[src/rtl/axim.sv]
// LSU-to-AXI4-Lite bridge: turns one LSU request into a single AXI write or read.
// Every AXI-facing output is a register; one transaction is in flight at a time.
module axim (
    input  logic        clk,
    input  logic        rst_n,
    input  logic        hs_ls4axim_val,
    input  logic [31:0] i_adr,
    input  logic [31:0] i_wdat,
    input  logic [3:0]  i_wen,
    input  logic        i_ren,
    output logic        hs_axim4ls_rdy,
    output logic [31:0] o_rdat,
    output logic        o_err,
    output logic        o_awvalid,
    input  logic        i_awready,
    output logic [31:0] o_awaddr,
    output logic [2:0]  o_awprot,
    output logic        o_wvalid,
    input  logic        i_wready,
    output logic [31:0] o_wdata,
    output logic [3:0]  o_wstrb,
    input  logic        i_bvalid,
    output logic        o_bready,
    input  logic [1:0]  i_bresp,
    output logic        o_arvalid,
    input  logic        i_arready,
    output logic [31:0] o_araddr,
    output logic [2:0]  o_arprot,
    input  logic        i_rvalid,
    output logic        o_rready,
    input  logic [31:0] i_rdata,
    input  logic [1:0]  i_rresp
);

    typedef enum logic [2:0] {
        IDLE  = 3'd0,
        WR    = 3'd1,
        WRESP = 3'd2,
        RADR  = 3'd3,
        RDAT  = 3'd4,
        DONE  = 3'd5
    } state_t;

    state_t state;

    assign o_awprot = 3'b000;
    assign o_arprot = 3'b000;

    // Write completes its address/data phase once each channel has handshaken,
    // whether earlier (valid already dropped) or on this edge.
    logic aw_ok;
    logic w_ok;
    assign aw_ok = !o_awvalid || i_awready;
    assign w_ok  = !o_wvalid  || i_wready;

    always_ff @(posedge clk) begin
        if (!rst_n) begin
            state          <= IDLE;
            o_awvalid      <= 1'b0;
            o_wvalid       <= 1'b0;
            o_bready       <= 1'b0;
            o_arvalid      <= 1'b0;
            o_rready       <= 1'b0;
            hs_axim4ls_rdy <= 1'b0;
            o_err          <= 1'b0;
            o_rdat         <= 32'h0;
            o_awaddr       <= 32'h0;
            o_wdata        <= 32'h0;
            o_wstrb        <= 4'h0;
            o_araddr       <= 32'h0;
        end else begin
            case (state)
                IDLE: begin
                    if (hs_ls4axim_val) begin
                        if (i_wen != 4'b0000) begin
                            o_awaddr  <= i_adr;
                            o_wdata   <= i_wdat;
                            o_wstrb   <= i_wen;
                            o_awvalid <= 1'b1;
                            o_wvalid  <= 1'b1;
                            state     <= WR;
                        end else if (i_ren) begin
                            o_araddr  <= i_adr;
                            o_arvalid <= 1'b1;
                            state     <= RADR;
                        end else begin
                            hs_axim4ls_rdy <= 1'b1;
                            o_err          <= 1'b0;
                            state          <= DONE;
                        end
                    end
                end
                WR: begin
                    if (o_awvalid && i_awready) o_awvalid <= 1'b0;
                    if (o_wvalid && i_wready)   o_wvalid  <= 1'b0;
                    if (aw_ok && w_ok) begin
                        o_bready <= 1'b1;
                        state    <= WRESP;
                    end
                end
                WRESP: begin
                    if (i_bvalid) begin
                        o_bready       <= 1'b0;
                        o_err          <= (i_bresp != 2'b00);
                        hs_axim4ls_rdy <= 1'b1;
                        state          <= DONE;
                    end
                end
                RADR: begin
                    if (i_arready) begin
                        o_arvalid <= 1'b0;
                        o_rready  <= 1'b1;
                        state     <= RDAT;
                    end
                end
                RDAT: begin
                    if (i_rvalid) begin
                        o_rready       <= 1'b0;
                        o_rdat         <= i_rdata;
                        o_err          <= (i_rresp != 2'b00);
                        hs_axim4ls_rdy <= 1'b1;
                        state          <= DONE;
                    end
                end
                DONE: begin
                    hs_axim4ls_rdy <= 1'b0;
                    o_err          <= 1'b0;
                    state          <= IDLE;
                end
                default: state <= IDLE;
            endcase
        end
    end

endmodule

[config.mk]
export PLATFORM = sky130hd
export DESIGN_NAME = axim
export DESIGN_NICKNAME = d
export VERILOG_FILES = /design/src/rtl/axim.sv
export SDC_FILE = /design/constraint.sdc
export NUM_CORES = 1
export LEC_CHECK = 0
export ABC_AREA = 1
export BUFFER_PORTS_ARGS = -buffer_cell sky130_fd_sc_hd__buf_2
export CAP_MARGIN = 20
export CORE_ASPECT_RATIO = 1.4
export CORE_MARGIN = 2
export CORE_UTILIZATION = 49
export DETAILED_ROUTE_END_ITERATION = 8
export PLACE_DENSITY = 0.85
export SYNTH_ARGS = -nofsm -noshare
export SYNTH_HDL_FRONTEND = slang
export SYNTH_SLANG_ARGS = --single-unit
[constraint.sdc]
create_clock -name clk -period 2.5 [get_ports clk]
set_input_delay 0.25 -clock clk [delete_from_list [all_inputs] [get_ports clk]]
set_output_delay 0.25 -clock clk [all_outputs]
set_load 0.02 [all_outputs]
==> metrics.txt, run 1 <==
result of the run complete, no violations; cell accounting for the most synthesized area sky130_fd_sc_hd__dfxtp_1; transition time at the pin with the least slew margin 587 ps; hold slack 78.7 ps; via count of the routed design 5110; final HPWL from detailed placement 9.94 mm; total setup violations reported at the end of the flow 0; Remaining DRCs 0; worst endpoint required time 2840 ps; fraction of final layout cells with drive strength greater than 1 32.0%; Power Total 7.90 mW; initial cell density of the core 50.3%; largest driver fanout on the critical path 63; total of warnings raised by yosys 0; grt ovf 0; Horiz. Die Dim 91.4 um; time the final worst path needs with I/O delays and setup 1780 ps; sequential area share after synthesis 54.3%; peak-usage layer in the global routing report met2; average vias per placed instance 4.78; average wire per standard cell 13.1 um; largest cells by area after synthesis sky130_fd_sc_hd__dfxtp_1, sky130_fd_sc_hd__nor2_1, sky130_fd_sc_hd__o21ai_0; most common flop cell mapped by yosys sky130_fd_sc_hd__dfxtp_1; top-count cell post-synth sky130_fd_sc_hd__nor2_1; Final Hold Viols 0; die area 11500 um2; maximum number of pins on one net before global-route repair 73; Post-CTS Setup Repair Bufs 0; number of buffers added on ports 251; total iterations of the first detailed-routing run 5; layout net count 1030; GRT met3 Usage 7.54%; data arrival time of the worst path 2120 ps; post-route clock skew 9.38 ps; DRT Wirelength 14.0 mm; antenna violations before repair 0; number of unique standard cell types used by synthesis 22; met2 Resource Use GR 41.4%; growth of design area from synthesis to finish 34.8%; post-route clock period utilization 71.3%; number of global-route vias before repair 4701; clock latency at the later pin of the worst-skew pair 400 ps; total core area 10400 um2; total leakage power 3.54 nW; FP Rows 44; count of clock tree sinks 142; fraction of met1 tracks used by global routing 28.2%; maximum number of buffers from clock root to sink 2; average size of a mapped cell 7.65 um2; max_slew headroom 60.9%; Post-synth EDFFs 0; GRT Util Overall 24.3%; Resized cells post-CTS 0; TritonCTS clock tree yes; Pins Over Slew Limit 0; antenna diode count 0; number of DRC markers in iteration 0 233; Worst setup startpoint state[2]; height of the die 126 um; Register-to-Register Setup Slack 720 ps; proportion of netlist area held by the largest area contributor 54.3%; ANT nets after route 0; count of H-tree levels built during CTS 4; type of element launching the critical path flop; RSZ-0062 raised after global routing no; Yosys reg bits 142; hold crit path type in -> reg; achievable clock frequency 561 MHz; async set-or-reset flop fraction in the synthesized netlist 0%; worst-case vdd ir drop 617 uV; Min-Delay Startpoint i_adr[27]; Post-Syn Instances 684; clk root buf sky130_fd_sc_hd__clkbuf_16; Cell Pwr Density 1120 nW/um2; kind of capture point of the worst setup path flop; number of buffers inserted by hold repair at cts 0; setup tns final 0 ps; wire length of the first global-routing pass 22.5 mm; count of maximum capacitance violations 0; clock-pin slew on the worst setup and hold paths 60 ps; top-level I/O count 258; cell area after synthesis 5240 um2; critical path class reg -> reg; number of CTS-inserted buffers 17; reg-to-reg startpoint state[2]; GP Congestion 0.932; leading cell types by count after synthesis sky130_fd_sc_hd__nor2_1, sky130_fd_sc_hd__dfxtp_1, sky130_fd_sc_hd__o21ai_0; Layout fillers 906
report_power, final:
group | internal [mW] | switching, mW | leakage [nW] | total (mW)
clock network | 1.40 | 0.947 | 0.266 | 2.34
logic | 0.822 | 1.70 | 2.11 | 2.52
registers | 2.77 | 0.269 | 1.16 | 3.04
total | 4.99 | 2.91 | 3.54 | 7.90
cells in the final DEF (no fill, tap or decap), drive strengths merged:
cell and n:
clkbuf 19, clkinv 6, conb 6, clkinvlp 4, nand2 28, o21a 1, nand3 13, o21ai 138
o211ai 1, buf 258, bufinv 1, a21oi 42, nor3 2, inv 52, dfxtp 142, nor2 217
final timing paths:
path	to	cells after the start
hold / removal	o_araddr[27]	3
setup / recovery	o_wdata[22]	7
hold reg to reg	o_rdat[1]	2
setup reg to reg	o_wdata[22]	7
layout make-up:
type	instances	area [um2]	share of cell area [%]
sequential	142	2840	40.3
tap	138	173	2.45
clock inverter	13	115	1.63
multi-input combinational	448	1970	28.0
timing repair buffer	258	1320	18.8
inverter	50	188	2.66
clock buffer	19	443	6.27
per-layer routing:
metal,up-vias,share of wire [%]
met5,-,0
met3,34,7.8
li1,2637,-
met4,0,3.0
met1,2239,39
met2,200,50
logic make-up (layout without fill, tap and decap cells):
| group | Yosys count | count (layout) | share of synthesized area (%) |
|---|---|---|---|
| other | 1 | 6 | 0.0716 |
| buffers and inverters | 99 | 340 | 8.34 |
| and+or+nand+nor | 260 | 260 | 19.8 |
| AOI/OAI and AO/OA | 182 | 182 | 17.5 |
| DFF | 142 | 142 | 54.3 |
critical path, cell delays in order (launching register included):
cell	delay, ps
sky130_fd_sc_hd__dfxtp_1	540
sky130_fd_sc_hd__inv_2	120
sky130_fd_sc_hd__nand2_1	100
sky130_fd_sc_hd__inv_2	60
sky130_fd_sc_hd__nand3_4	90
sky130_fd_sc_hd__buf_4	490
sky130_fd_sc_hd__o21ai_0	160
sky130_fd_sc_hd__nor2_1	120
registers in the layout (all words and copies together), names as in the netlist, 3 cells and up:
name,flops
state,3
o_wstrb,4
o_awaddr,32
o_rdat,32
o_wdata,32
o_araddr,32
stage by stage:
step	setup slack [ps]	cell area, um2	std cells	utilization [%]
after floorplan	1130	5250	689	-
after detailed placement	752	6500	1036	62.5
final	719	7060	1068	67.8
after CTS	720	7060	1068	67.8
after global placement	797	6500	1036	62.5
after global routing	511	7060	1068	67.8
Power figures use the tool's default switching activity.
==> run 2, diff against run 1 <==
--- a/config.mk
+++ b/config.mk
@@ -10,9 +10,9 @@
 export CAP_MARGIN = 20
 export CORE_ASPECT_RATIO = 1.4
 export CORE_MARGIN = 2
-export CORE_UTILIZATION = 49
+export CORE_UTILIZATION = 41
 export DETAILED_ROUTE_END_ITERATION = 8
-export PLACE_DENSITY = 0.85
+export PLACE_DENSITY = 0.76
 export SYNTH_ARGS = -nofsm -noshare
 export SYNTH_HDL_FRONTEND = slang
 export SYNTH_SLANG_ARGS = --single-unit
==> constraint.sdc (replaced) <==
create_clock -name clk -period 1.5 [get_ports clk]
set_input_delay 0.15 -clock clk [delete_from_list [all_inputs] [get_ports clk]]
set_output_delay 0.15 -clock clk [all_outputs]
set_load 0.02 [all_outputs]
==> run 2 against run 1 <==
Effect of this change: sequential power up 66%; routed wire length up 15%; cell count up 7.6%; power up 80%; combinational power up 84%; flip-flop and latch count unchanged; hold slack worse by 76 ps; fmax up 32%; die area up 19%.
==> metrics.txt, run 2 (synthesis gave the netlist of run 1 again) <==
top-level I/O count 258 (unchanged); worst-case vdd ir drop 860 uV (was 617 uV); number of buffers added on ports 251 (unchanged); WHS Endpoint o_wdata[25] (was o_araddr[27]); total leakage power 3.92 nW (was 3.54 nW); achievable clock frequency 739 MHz (was 561 MHz); FP Rows 48 (was 44); kind of capture point of the worst setup path flop (unchanged); count of clock tree sinks 142 (unchanged); worst r2r path cells 8 (was 7); critical path class reg -> reg (unchanged); total setup violations reported at the end of the flow 0 (unchanged); count of H-tree levels built during CTS 4 (unchanged); Final Hold Viols 0 (unchanged); total iterations of the first detailed-routing run 4 (was 5); antenna diode count 0 (unchanged); cell family with the largest share of critical-path delay simple AND/OR/NAND/NOR gates (was buffers and inverters); initial cell density of the core 42.3% (was 50.3%); post-route clock skew 15.1 ps (was 9.38 ps); final HPWL from detailed placement 10.4 mm (was 9.94 mm); Min-Delay Startpoint i_wdat[25] (was i_adr[27]); cell area after layout 7930 um2 (was 7060 um2); fraction of final layout cells with drive strength greater than 1 31.0% (was 32.0%); GRT Util Overall 22.6% (was 24.3%); reg2reg end state[2] (was o_wdata[22]); path length in cells of the critical path 8 (was 7); result of the run complete, no violations (unchanged); Critical Path, Cell by Cell nor2_4, buf_4, nand3_1, nand3_1, nor2_1, nand2_1, nand2_1, nor2_1 (was inv_2, nand2_1, inv_2, nand3_4, buf_4, o21ai_0, nor2_1); maximum number of buffers from clock root to sink 2 (unchanged); Remaining DRCs 0 (unchanged); die area 13700 um2 (was 11500 um2); worst setup timing slack at the placement stage 52.6 ps (was 752 ps); via count of the routed design 5508 (was 5110); end-of-flow core utilization 64.1% (was 67.8%); grt ovf 0 (unchanged); GP Congestion 0.892 (was 0.932); largest driver fanout on the critical path 5 (was 63); number of global-route vias before repair 5269 (was 4701); layout net count 1100 (was 1030); Horiz. Die Dim 99.5 um (was 91.4 um); Power Total 14.2 mW (was 7.90 mW); CP Buf/Inv Count 1 (was 3); Register-to-Register Setup Slack 150 ps (was 720 ps); time the final worst path needs with I/O delays and setup 1350 ps (was 1780 ps); cell with the largest stage delay on the worst path sky130_fd_sc_hd__dfxtp_1 (unchanged); wire length of the first global-routing pass 24.8 mm (was 22.5 mm); most common cell after layout, fill and taps aside sky130_fd_sc_hd__buf_2 (unchanged); count of maximum capacitance violations 0 (unchanged); post-route clock period utilization 90.2% (was 71.3%); total core area 12400 um2 (was 10400 um2); growth of design area from synthesis to finish 51.4% (was 34.8%); post-layout worst setup margin 147 ps (was 719 ps); commonest cells after routing, fill and taps aside sky130_fd_sc_hd__buf_2, sky130_fd_sc_hd__nor2_1, sky130_fd_sc_hd__dfxtp_1 (unchanged); reg-to-reg startpoint state[0] (was state[2]); average wire per standard cell 13.9 um (was 13.1 um); Cell Pwr Density 1790 nW/um2 (was 1120 nW/um2); average vias per placed instance 4.79 (was 4.78); ANT nets after route 0 (unchanged); hold crit path type in -> reg (unchanged); height of the die 138 um (was 126 um); clock-pin slew on the worst setup and hold paths 60 ps (about the same); highest cell delay on the worst timing path 390 ps (was 540 ps); TritonCTS clock tree yes (unchanged); Pins Over Slew Limit 0 (unchanged); data arrival time of the worst path 1650 ps (was 2120 ps); maximum number of pins on one net before global-route repair 65 (was 73); type of element launching the critical path flop (unchanged); number of CTS-inserted buffers 17 (unchanged); placed standard-cell area 6650 um2 (was 6500 um2); DRT Wirelength 16.0 mm (was 14.0 mm); worst endpoint required time 1800 ps (was 2840 ps); hold slack 2.54 ps (was 78.7 ps); antenna violations before repair 0 (unchanged); number of DRC markers in iteration 0 178 (was 233); Hold Path Depth 3 (unchanged); clk root buf sky130_fd_sc_hd__clkbuf_16 (unchanged); clock latency at the later pin of the worst-skew pair 410 ps (was 400 ps)
## run 2: worst max path at each step
stage / end / start
floorplan: o_wdata[10] / state[1]
global placement: o_araddr[9] / i_wen[0]
detailed placement: o_araddr[6] / i_wen[0]
CTS: o_araddr[3] / state[0]
global route: o_araddr[28] / state[0]
finish: state[2] / state[0]
## run 2: power by group
group | internal (mW) | switching [mW]
Sequential | 4.62 | 0.417
Combinational | 1.65 | 3.00
Clock | 2.97 | 1.57
Total | 9.23 | 4.98
## run 2: routing by layer
metal / global-route usage, % / share of wire (%)
met5: 0 / 0
met4: 11.3 / 3.3
met2: 41.1 / 53
met1: 24.5 / 38
met3: 5.07 / 5.3
## run 2: cell type report
| class | instances | area [um2] |
|---|---|---|
| Clock inverter | 8 | 154 |
| Sequential cell | 142 | 2840 |
| Timing Repair Buffer | 328 | 2080 |
| Multi-Input combinational cell | 448 | 1980 |
| Fill cell | 1098 | 4450 |
| Tap cell | 150 | 188 |
| Inverter | 50 | 193 |
| Clock buffer | 23 | 488 |
## run 2: timing repair
item / CTS / global route
hold endpoints to repair: 60 / 0
gates resized for setup: 0 / 9
setup buffers: 0 / 1
hold buffers: 57 / 0
endpoints found under the setup margin: 0 / 36
## run 2: metrics by stage
stage               setup TNS, ps  cells
floorplan                       0    689
global placement                0   1059
detailed placement              0   1059
CTS                             0   1147
global route               -0.421   1149
finish                          0   1149
## run 2: worst reg2reg max path: stages, from the launching register on
cell                      delay, ps
sky130_fd_sc_hd__dfxtp_1        390
sky130_fd_sc_hd__nor2_4          70
sky130_fd_sc_hd__buf_4          150
sky130_fd_sc_hd__nand3_1        130
sky130_fd_sc_hd__nand3_1        140
sky130_fd_sc_hd__nor2_1         200
sky130_fd_sc_hd__nand2_1         80
sky130_fd_sc_hd__nand2_1         60
sky130_fd_sc_hd__nor2_1          40
==> run 3, diff against run 2 <==
==> config.mk (replaced) <==
export PLATFORM = sky130hd
export DESIGN_NAME = axim
export DESIGN_NICKNAME = d
export VERILOG_FILES = /design/src/rtl/axim.sv
export SDC_FILE = /design/constraint.sdc
export NUM_CORES = 1
export LEC_CHECK = 0
export ABC_AREA = 1
export CAP_MARGIN = 20
export CORE_ASPECT_RATIO = 1.4
export CORE_MARGIN = 2
export CORE_UTILIZATION = 55
export DETAILED_ROUTE_END_ITERATION = 8
export DONT_BUFFER_PORTS = 1
export PLACE_DENSITY = 0.73
export SYNTH_ARGS = -nofsm -noshare
export SYNTH_HDL_FRONTEND = slang
export SYNTH_SLANG_ARGS = --single-unit
==> run 3 against run 2 <==
Effect of this change: the flow now finishes with violations (hold timing); routed wire length is 15% lower; final area decreased by 20%; sequential power increased by 24%; first-iteration DRC count is 53% higher; combinational power decreased by 44%; clock skew is 5.5 ps lower; cell count fell by 27%; power is 9.6% lower; sequential share of layout area is 9.0 points higher; clock power is 11% lower; critical endpoint is now o_araddr[4]; largest power group unchanged.
==> metrics.txt, run 3 (synthesis gave the netlist of run 1 again) <==
result of the run finished with violations (was complete, no violations); violations in the final reports hold timing; total iterations of the first detailed-routing run 5 (was 4); FP Rows 42 (was 48); GP Congestion 0.903 (was 0.892); GRT Util Overall 25.0% (was 22.6%); Multi-input gate area 1980 um2 (about the same); maximum number of buffers from clock root to sink 2 (unchanged); area taken by flip-flops and latches 2840 um2 (about the same); data arrival time of the worst path 1810 ps (was 1650 ps); commonest cells after routing, fill and taps aside sky130_fd_sc_hd__nor2_1, sky130_fd_sc_hd__dfxtp_1, sky130_fd_sc_hd__o21ai_0 (was sky130_fd_sc_hd__buf_2, sky130_fd_sc_hd__nor2_1, sky130_fd_sc_hd__dfxtp_1); hold slack -100 ps (was 2.54 ps); total setup violations reported at the end of the flow 0 (unchanged); DRT Wirelength 13.6 mm (was 16.0 mm); worst endpoint required time 1830 ps (was 1800 ps); Sw Ratio 36.4% (was 35.0%); number of DRC markers in iteration 0 272 (was 178); count of clock tree sinks 142 (unchanged); setup tns final 0 ps (unchanged); antenna violations before repair 1 (was 0); final HPWL from detailed placement 8.84 mm (was 10.4 mm); post-route clock period utilization 98.3% (was 90.2%); count of maximum capacitance violations 0 (unchanged); Cell Pwr Density 2030 nW/um2 (was 1790 nW/um2); clk root buf sky130_fd_sc_hd__clkbuf_16 (unchanged); post-route clock skew 9.57 ps (was 15.1 ps); average wire per standard cell 16.2 um (was 13.9 um); largest driver fanout on the critical path 16 (was 5); TritonCTS clock tree yes (unchanged); Horiz. Die Dim 86.5 um (was 99.5 um); RSZ-0062 raised after global routing yes; growth of design area from synthesis to finish 21.1% (was 51.4%); die area 10300 um2 (was 13700 um2); combinational group share of total power 20.1% (was 32.7%); Placed Instances 760 (was 1059); post-layout worst setup margin 25.4 ps (was 147 ps); wire length of the first global-routing pass 20.5 mm (was 24.8 mm); kind of capture point of the worst setup path flop (unchanged); layout net count 827 (was 1100); clock latency at the later pin of the worst-skew pair 400 ps (was 410 ps); hold crit path type in -> reg (unchanged); Power Total 12.8 mW (was 14.2 mW); clock-pin slew on the worst setup and hold paths 60 ps (about the same); fraction of final layout cells with drive strength greater than 1 7.29% (was 31.0%); height of the die 119 um (was 138 um); number of buffers added on ports 0 (was 251); total core area 9350 um2 (was 12400 um2); worst-case vdd ir drop 1410 uV (was 860 uV); Layout fillers 742 (was 1098); achievable clock frequency 678 MHz (was 739 MHz); time the final worst path needs with I/O delays and setup 1470 ps (was 1350 ps); Final Hold Viols 88 (was 0); number of global-route vias before repair 4287 (was 5269); number of CTS-inserted buffers 17 (unchanged); count of H-tree levels built during CTS 4 (unchanged); share of power burned in registers 48.7% (was 35.4%); Clock Power Share 31.2% (was 31.9%); ANT nets after route 0 (unchanged); cell-internal power 8.17 mW (was 9.23 mW); antenna diode count 0 (unchanged); most common cell after layout, fill and taps aside sky130_fd_sc_hd__nor2_1 (was sky130_fd_sc_hd__buf_2); worst setup timing slack at the placement stage -11.7 ps (was 52.6 ps); via count of the routed design 4560 (was 5508); type of element launching the critical path flop (unchanged); Remaining DRCs 0 (unchanged); maximum number of pins on one net before global-route repair 139 (was 65); initial cell density of the core 56.0% (was 42.3%); critical path class reg -> reg (unchanged); Pins Over Slew Limit 0 (unchanged); grt ovf 0 (unchanged); Net Switching 4.68 mW (was 4.98 mW); number of non-filler instances in the completed layout 837 (was 1149); total leakage power 2.61 nW (was 3.92 nW); top-level I/O count 258 (unchanged); average vias per placed instance 5.45 (was 4.79)
-- run 3: cell types whose count changed in the layout (fill, tap and decap cells not counted), sizes merged --
| cell | change |
|---|---|
| buf | -256 |
| bufinv | -2 |
| clkinv | +4 |
| dlygate4sd3 | -17 |
| inv | -1 |
-- run 3: power by group through the flow --
stage	sequential [mW]	clock [mW]	combinational, mW
final	6.25	4.01	2.59
after global routing	6.34	4.23	2.96
after CTS	6.25	4.07	2.43
after detailed placement	6.34	0	2.34
after global placement	6.30	0	2.23
after floorplan	6.11	0	1.92
-- run 3: worst max-delay path, cell delays in order (launching register included) --
cell	delay (ps)
sky130_fd_sc_hd__dfxtp_2	330
sky130_fd_sc_hd__nor2_4	190
sky130_fd_sc_hd__nand3_4	110
sky130_fd_sc_hd__nor3_4	230
sky130_fd_sc_hd__buf_12	150
sky130_fd_sc_hd__buf_12	140
sky130_fd_sc_hd__o21ai_0	120
sky130_fd_sc_hd__nor2_1	130
-- run 3: layout make-up --
type / instances / area share (%)
clock inverter: 9 / 1.78
inverter: 50 / 3.00
multi-input combinational: 448 / 31.3
timing repair buffer: 55 / 9.67
clock buffer: 23 / 7.22
sequential: 142 / 44.9
tap: 110 / 2.17
-- run 3: through the flow --
step | area, um2 | utilization, %
5_1_grt | 6340 | 67.8
3_3_place_gp | 5270 | 56.3
6_report | 6340 | 67.8
3_5_place_dp | 5270 | 56.3
4_1_cts | 6190 | 66.2
2_1_floorplan | 5250 | -
-- run 3: timing repair --
| item | 4_1_cts | 5_1_grt |
|---|---|---|
| setup endpoints to repair | 2 | 61 |
| gates resized for setup | 2 | 10 |
| buffers inserted | 0 | 4 |
| hold endpoints to repair | 141 | 136 |
| pin swaps | 0 | 2 |
| hold buffers | 35 | 5 |
| gates cloned | 0 | 1 |
-- run 3: worst paths after layout --
kind | start | slack [ps] | endpoint | cells after the start
min | rst_n | -100 | state[1] | 2
max | state[1] | 30 | o_araddr[4] | 7
min reg2reg | o_rdat[16] | 540 | o_rdat[16] | 2
max reg2reg | state[1] | 30 | o_araddr[4] | 7
-- run 3: routing by layer --
metal  share of wire (%)  routed length, um  global-route usage, %
met4                 2.6                352                   11.7
met5               0.096                 13                      0
met2                  51               6960                   41.8
met3                 9.7               1320                   10.3
met1                  36               4920                   27.1
